$ cat src/rtl/data_mem_io_pkg.sv
// Shared constants and types for the MEM-stage data responder:
// the I/O address map, status bit positions and the UART FSM states.
package data_mem_io_pkg;

    localparam logic [7:0] ADDR_LED       = 8'hFC;
    localparam logic [7:0] ADDR_UART_DATA = 8'hFD;
    localparam logic [7:0] ADDR_UART_STAT = 8'hFE;
    localparam logic [7:0] RAM_TOP        = 8'hFB;

    localparam int STAT_BUSY      = 0;
    localparam int STAT_HOLD_FULL = 1;
    localparam int STAT_OVERFLOW  = 2;

    typedef enum logic [1:0] {
        IDLE,
        START,
        DATA,
        STOP
    } uart_state_t;

endpackage

$ cat src/rtl/uart_tx_buf.sv
// 8N1 UART transmitter with one holding byte behind the shift register,
// giving back-to-back frames and a sticky overflow flag for dropped bytes.
module uart_tx_buf
    import data_mem_io_pkg::*;
#(
    parameter int BAUD_DIV = 434
) (
    input  logic       clock,
    input  logic       reset,
    input  logic       wr,
    input  logic [7:0] wr_data,
    input  logic       clr_ovf,
    output logic       tx,
    output logic       busy,
    output logic       hold_full,
    output logic       overflow
);

    uart_state_t state;
    logic [15:0] baud_cnt;
    logic [2:0]  bit_idx;
    logic [7:0]  shift;
    logic [7:0]  hold;
    logic        bit_end;
    logic        frame_end;

    assign bit_end   = (baud_cnt == 16'(BAUD_DIV - 1));
    assign frame_end = (state == STOP) && bit_end;
    assign busy      = (state != IDLE);

    always_ff @(posedge clock) begin
        if (reset) begin
            state     <= IDLE;
            tx        <= 1'b1;
            baud_cnt  <= '0;
            bit_idx   <= '0;
            shift     <= '0;
            hold      <= '0;
            hold_full <= 1'b0;
            overflow  <= 1'b0;
        end else begin
            if (clr_ovf)
                overflow <= 1'b0;

            // At the end of STOP the write is absorbed by the reload below
            if (wr && busy && !frame_end) begin
                if (!hold_full) begin
                    hold      <= wr_data;
                    hold_full <= 1'b1;
                end else begin
                    overflow  <= 1'b1;
                end
            end

            case (state)
                IDLE: begin
                    if (wr) begin
                        shift    <= wr_data;
                        state    <= START;
                        tx       <= 1'b0;
                        baud_cnt <= '0;
                    end
                end
                START: begin
                    if (bit_end) begin
                        state    <= DATA;
                        baud_cnt <= '0;
                        bit_idx  <= '0;
                        tx       <= shift[0];
                    end else begin
                        baud_cnt <= baud_cnt + 16'd1;
                    end
                end
                DATA: begin
                    if (bit_end) begin
                        baud_cnt <= '0;
                        if (bit_idx == 3'd7) begin
                            state <= STOP;
                            tx    <= 1'b1;
                        end else begin
                            bit_idx <= bit_idx + 3'd1;
                            shift   <= shift >> 1;
                            tx      <= shift[1];
                        end
                    end else begin
                        baud_cnt <= baud_cnt + 16'd1;
                    end
                end
                STOP: begin
                    if (bit_end) begin
                        baud_cnt <= '0;
                        // Held byte goes first; a same-edge write refills hold
                        if (hold_full) begin
                            shift     <= hold;
                            state     <= START;
                            tx        <= 1'b0;
                            hold_full <= wr;
                            if (wr)
                                hold <= wr_data;
                        end else if (wr) begin
                            shift <= wr_data;
                            state <= START;
                            tx    <= 1'b0;
                        end else begin
                            state <= IDLE;
                        end
                    end else begin
                        baud_cnt <= baud_cnt + 16'd1;
                    end
                end
                default: state <= IDLE;
            endcase
        end
    end

endmodule

$ cat src/rtl/data_mem_io.sv
// Data-side responder for the CPU MEM stage: 252-byte RAM, LED register
// and a buffered UART transmitter mapped into the top of the address space.
module data_mem_io
    import data_mem_io_pkg::*;
#(
    parameter int BAUD_DIV = 434
) (
    input  logic       clock,
    input  logic       reset,
    input  logic [7:0] addr,
    input  logic [7:0] w_data,
    input  logic       w_en,
    output logic [7:0] r_data,
    output logic [7:0] led,
    output logic       uart_tx
);

    logic [7:0] ram [0:251];
    logic       uart_wr;
    logic       clr_ovf;
    logic       busy;
    logic       hold_full;
    logic       overflow;
    logic [7:0] status;

    assign uart_wr = w_en && (addr == ADDR_UART_DATA);
    assign clr_ovf = w_en && (addr == ADDR_UART_STAT) && w_data[STAT_OVERFLOW];

    // RAM is deliberately left out of reset so it maps onto block memory
    always_ff @(posedge clock) begin
        if (w_en && (addr <= RAM_TOP))
            ram[addr] <= w_data;
    end

    always_ff @(posedge clock) begin
        if (reset)
            led <= 8'h00;
        else if (w_en && (addr == ADDR_LED))
            led <= w_data;
    end

    always_comb begin
        status                 = 8'h00;
        status[STAT_BUSY]      = busy;
        status[STAT_HOLD_FULL] = hold_full;
        status[STAT_OVERFLOW]  = overflow;
    end

    always_comb begin
        r_data = 8'h00;
        if (addr <= RAM_TOP) begin
            r_data = ram[addr];
        end else begin
            case (addr)
                ADDR_LED:       r_data = led;
                ADDR_UART_STAT: r_data = status;
                default:        r_data = 8'h00;
            endcase
        end
    end

    uart_tx_buf #(
        .BAUD_DIV(BAUD_DIV)
    ) u_uart (
        .clock    (clock),
        .reset    (reset),
        .wr       (uart_wr),
        .wr_data  (w_data),
        .clr_ovf  (clr_ovf),
        .tx       (uart_tx),
        .busy     (busy),
        .hold_full(hold_full),
        .overflow (overflow)
    );

endmodule
$ cat config.mk
export PLATFORM = sky130hd
export DESIGN_NAME = data_mem_io
export DESIGN_NICKNAME = d
export VERILOG_FILES = /design/src/rtl/data_mem_io_pkg.sv /design/src/rtl/uart_tx_buf.sv /design/src/rtl/data_mem_io.sv
export SDC_FILE = /design/constraint.sdc
export NUM_CORES = 2
export LEC_CHECK = 0
export BUFFER_PORTS_ARGS = -buffer_cell sky130_fd_sc_hd__clkbuf_2
export CAP_MARGIN = 20
export CORE_ASPECT_RATIO = 0.6
export CORE_MARGIN = 2
export CORE_UTILIZATION = 23
export CTS_CLUSTER_DIAMETER = 100
export CTS_CLUSTER_SIZE = 30
export DETAILED_ROUTE_END_ITERATION = 12
export SYNTH_ARGS = -nofsm -noshare
export SYNTH_HDL_FRONTEND = slang
export SYNTH_SLANG_ARGS = --single-unit
export TNS_END_PERCENT = 100
$ cat constraint.sdc
create_clock -name clock -period 2.4 [get_ports clock]
set_input_delay 0.12 -clock clock [delete_from_list [all_inputs] [get_ports clock]]
set_output_delay 0.12 -clock clock [all_outputs]
set_load 0.02 [all_outputs]
==> Word-level counts from Yosys, hierarchy flattened <==
Memory sizes are Yosys's and may differ from the RTL's.
Index checks and enable logic that the tools add are counted.
W data, S select, Z words.
{ "op_classes": {"n_eq_ne": 14, "mux": 45, "magnitude_cmp": 1, "n_reduce_logical": 18, "n_addsub": 2} }
{ "ops": {"columns": ["operator", "n"], "rows": [
  ["$mux W8", 12],
  ["$mux W16", 2],
  ["$pmux W16 S2", 1],
  ["$eq A8 B8 Y1 const B", 3],
  ["$pmux W8 S3", 1],
  ["$add A16 B1 Y16 const B", 1],
  ["$eq A16 B9 Y1 const B", 1],
  ["$mux W1", 16],
  ["$pmux W8 S2", 1],
  ["$mux W2", 6],
  ["$ne A2 B1 Y1 const B", 5],
  ["$mux W3", 3],
  ["$le A8 B8 Y1 const B", 1],
  ["$logic_and A1 B1 Y1", 8],
  ["$pmux W2 S4", 1],
  ["$reduce_and A4 Y1", 2],
  ["$pmux W3 S2", 1],
  ["$reduce_and A5 Y1", 1],
  ["$eq A2 B2 Y1 const B", 2],
  ["$pmux W1 S4", 1],
  ["$reduce_bool A2 Y1", 2],
  ["$add A3 B1 Y3 const B", 1],
  ["$eq A3 B3 Y1 const B", 1],
  ["$reduce_and A3 Y1", 1],
  ["other kinds (6)", 6]
]} }
{ "totals": {"register_bits": 48, "ram_bits": 2016, "mem_count": 1, "output_inout_bits": 17} }
{ "memory_table": {"columns": ["name", "depth", "word_bits", "read_ports", "rd_ports_with_merged_regs", "wr", "line_no", "text"], "rows": [
  ["ram", 252, 8, 1, 0, 1, "data_mem_io.sv:18", "logic [7:0] ram [0:251];"]
]} }

==> Depth between registers and ports, before layout <==
{ "depth": {"ltp_word": 9, "ltp_mapped": 13, "mapped_depth_nobuf": 9} }

==> By module <==
Synthesis repeated with hierarchy kept, for this count alone.
{ "hier_totals": {"cells_unflattened": 4011, "hier_area_um2": 80800.0} }
{ "by_module_without_submodules": {"columns": ["module", "area_per_inst_um2", "instances", "cells_each"], "rows": [
  ["data_mem_io", 78539.1, 1, 3732],
  ["uart_tx_buf", 2260.9, 1, 279]
]} }

==> Worst setup path before layout <==
Ideal clock, no wire load.
{ "synth_path": {"path_kind": "input port to flip-flop", "start": "in addr[0]", "end": "mem ram[112][0], enable pin", "slack_ps": -198, "arrival_ps": 2228, "required_ps": 2030, "stages": 10, "cell_sequence": "buf_6 buf_6 buf_4 buf_4 buf_4 buf_4 nor3b_1 nand2_1 buf_2 nor2_1"} }
{ "synth_between": {"elab_chain_len": 4} }
{ "synth_lines": {"columns": ["item", "line_no", "text"], "rows": [
  ["start: declaration", "data_mem_io.sv:10", "input logic [7:0] addr,"],
  ["$le A8 B8 Y1", "data_mem_io.sv:31", "if (w_en && (addr <= RAM_TOP))"],
  ["$logic_and A1 B1 Y1", "data_mem_io.sv:31", null],
  ["$mux W1", "data_mem_io.sv:31", null],
  ["$mux W1 (implied by the code)", "data_mem_io.sv:32", "ram[addr] <= w_data;"],
  ["end: declaration", "data_mem_io.sv:18", null]
]} }
Several ways; a longest one is shown, not always the timed one.

==> Worst setup path after layout <==
{ "layout_path": {"start": "mem ram[57][1]", "end": "out r_data[1]"} }
{ "layout_between": {"elab_chain_len": 2} }
{ "layout_lines": {"columns": ["item", "line_no", "text"], "rows": [
  ["$mem_v2 Z252 W8", null, null],
  ["$mux W8", "data_mem_io.sv:51", "if (addr <= RAM_TOP) begin"],
  ["end: declaration", "data_mem_io.sv:13", "output logic [7:0] r_data,"]
]} }
Every way passes these cells.

==> flow_summary.ini <==
[timing]
worst_pin_slew_ps = 952
maxSlewViolCount = 0
hold_ws_ps = 351
fmax_mhz = 264
rsz0062_at_grt = yes
fin_ws_ps = -1380
relSlewSlack_pct = 36.3
hold_violations = 0
period_share_pct = 158
finClkSkew_ps = 11.3
fin_crit_ps = 3780
setup_viol = 8

[critical_path]
critical_path.max_stage_delay_ps = 610
worst-path-buf-inv = 2
r2r_slack_ps = 220
critPathLaunchType = flip-flop
cp.arrival_ps = 3660
cp_top_family = compound AO/OA/AOI/OAI gates
crit_end = r_data[1]
endpoint_kind = primary output
crit_start = ram[57][1]
reg2reg_depth = 7
crit-reg2reg-launch = u_uart.baud_cnt[11]
crit_type = reg -> out
critPathSlowestCell = mux4_2
path_cells = mux4_2 > a32o_1 > a22oi_2 > buf_4 > a41oi_4 > o21ai_4 > nand4_1 > a21o_1 > clkbuf_8
reg2reg_to = u_uart.hold[5]
crit_required_ps = 2280
crit_cells = 9
cp_max_fo = 1

[final_layout]
final_cell_mix = edfxtp_1 (2,016), buf_4 (781), mux4_2 (417)
drive_gt1_share_pct = 33.6
finalNetCount = 4984
layout_commonest_cell = edfxtp_1
syn_to_final_growth_pct = 21.2
final_cells = 9654
nFillCells = 34500
finalInstanceArea_mm2 = 0.0978

[global_routing]
grt_usage_pct = 13.6
globalRouteMet2Util_pct = 17.8
grt-busiest-layer = met1
grt_overflow = 0
grt_pass1_wl_mm = 347
use_met3_pct = 6.06
grt_start_max_net_pins = 90
use_met1_pct = 20.6
antenna_found_initial = 19
grt_pass1_vias = 43800

[cts]
tritoncts = yes
clk_latency_ps = 730
cts_setup_buffers = 0
clkTransAtPathRegs_ps = 110
ctsHtreeMaxLevel = 3
clk_path_buf_depth = 3
cts.sinks = 2064
root_buffer = clkbuf_16
cts_buffers = 79

[synth]
yosys_warnings = 0
syn-cell-area_mm2 = 0.0807
synth_area_leaders = edfxtp_1 (75%), mux4_2 (12%), mux2i_1 (2.5%)
synth_top_area_cell = edfxtp_1
ys_seq_elements = 2064
synth_cells = 4134
synth_edf_count = 2016
synth_fp_nets = 4162
yosysSeqAreaShare_pct = 76.2
synth_area_per_cell_um2 = 19.5
synth_cell_types = 70
synthFlopType = edfxtp_1
synthArstFlopShare_pct = 0
synth_top_area_share_pct = 75.0

[pwr]
ir_worst_vdd_v = 0.000506
total_power_uw = 62000
power_leakage_uw = 0.0308
powerDensity_mw_per_mm2 = 633

[die]
num_rows = 168
dieWidth_um = 769
design.die.area_mm2 = 0.356
start_util_pct = 23.1
ios = 36
die_y_um = 463
core_area_mm2 = 0.349

[placed_design]
gp_congestion = 0.903
place_ws_ps = -1580
dp_hpwl_mm = 177
port_buffers = 35
dp_cells = 9541
placed_area_mm2 = 0.0950

[status]
violations = setup timing
status = finished with violations

[drt]
vias = 45800
postRouteAntennaNets = 0
drtPass1Iterations = 8
wl_per_cell_um = 26.0
drtIter0Drc = 7568
drc = 0
drt-total-wl_mm = 251
vias_per_cell = 4.75

[run]
maxCapViolCount = 0

[hold_path]
hp-class = in -> reg
registers in the layout, indices dropped and copies added, names as in the netlist:
signal	count
u_uart.tx	1
u_uart.bit_idx	3
ram	2016
u_uart.overflow	1
led	8
u_uart.shift	8
u_uart.hold	8
u_uart.hold_full	1
u_uart.baud_cnt	16
u_uart.state	2
synthesized netlist by cell type (5+ instances only):
cell type	count
a211oi_1	17
buf_6	19
buf_4	32
xor2_1	7
o221a_2	5
a221oi_1	33
nand2b_1	22
dfxtp_1	48
nor2_1	374
ha_1	9
xnor2_1	5
o22ai_1	54
mux4_2	417
a22oi_1	88
a21oi_1	77
nand3_1	59
o32ai_1	6
o221ai_1	11
o211ai_1	10
a22o_1	12
o21ai_0	60
a221o_1	5
edfxtp_1	2016
and3_1	7
a32oi_1	11
nand4_1	38
mux2i_1	204
nor2b_1	13
or2_2	11
clkbuf_1	102
buf_1	22
inv_1	8
nor4_1	8
mux2_2	8
and2_1	5
nor3_1	22
a31oi_1	9
buf_2	69
nand2_1	152
layout make-up:
type | instances | area (um2) | share of cell area, %
Inverter | 11 | 41.3 | 0.0422
Antenna cell | 2 | 5.00 | 0.00512
Multi-Input combinational cell | 1815 | 18800 | 19.2
Clock buffer | 94 | 2080 | 2.12
Sequential cell | 2064 | 61500 | 62.9
Tap cell | 4675 | 5850 | 5.98
Timing Repair Buffer | 985 | 9410 | 9.62
Clock inverter | 8 | 129 | 0.132
per-layer routing:
layer | up-vias | share of wire, %
met5 | - | 0.0028
met2 | 2764 | 39
met3 | 208 | 16
li1 | 18500 | -
met1 | 24400 | 44
met4 | 2 | 1.4
worst min path at each step:
| stage | startpoint | to | slack, ps | cells after the start |
|---|---|---|---|---|
| 6_report | addr[7] | ram[124][7] | 350 | 4 |
| 4_1_cts | w_data[5] | ram[148][5] | 40 | 1 |
| 3_3_place_gp | u_uart.bit_idx[1] | u_uart.bit_idx[1] | 460 | 2 |
| 5_1_grt | addr[7] | ram[116][7] | 290 | 4 |
| 3_5_place_dp | u_uart.bit_idx[2] | u_uart.bit_idx[2] | 470 | 2 |
| 2_1_floorplan | w_data[0] | ram[0][0] | 220 | 0 |
logic make-up (layout without fill, tap and decap cells):
logic type      after synthesis  count (layout)  share of synthesized area [%]
compound gates              424             424                           3.61
xor+xnor                     12              12                          0.130
fa+ha+maj                     9               9                          0.139
buf+inv                     255            1098                           1.62
flops                      2064            2064                           76.2
mux                         629             629                           14.3
other cells                   0               2                              0
simple gates                741             741                           4.07
stage by stage:
stage	util [%]	setup TNS, ps
3_3_place_gp	27.2	-163210
2_1_floorplan	-	-71280
3_5_place_dp	27.2	-180470
5_1_grt	28.0	-8960
4_1_cts	28.0	-8820
6_report	28.0	-8530
repair_timing:
action,4_1_cts,5_1_grt
pin swaps,34,24
setup endpoints to repair,8,8
hold buffers,9,1
gates resized for setup,93,33
endpoints found under the hold margin,166,1
worst min-delay path: cells and delay by family:
| family | cells | cell delay (ps) |
|---|---|---|
| buffers and inverters | 2 | 440 |
| AND/OR/NAND/NOR | 2 | 350 |
power breakdown:
| group | internal (uW) | total, uW | switching, uW | leakage, uW |
|---|---|---|---|---|
| Sequential | 39600 | 39600 | 36.9 | 0.0185 |
| Clock | 6310 | 17200 | 10900 | 0.00107 |
| Combinational | 2000 | 5220 | 3220 | 0.0113 |
Power figures use the tool's default switching activity.
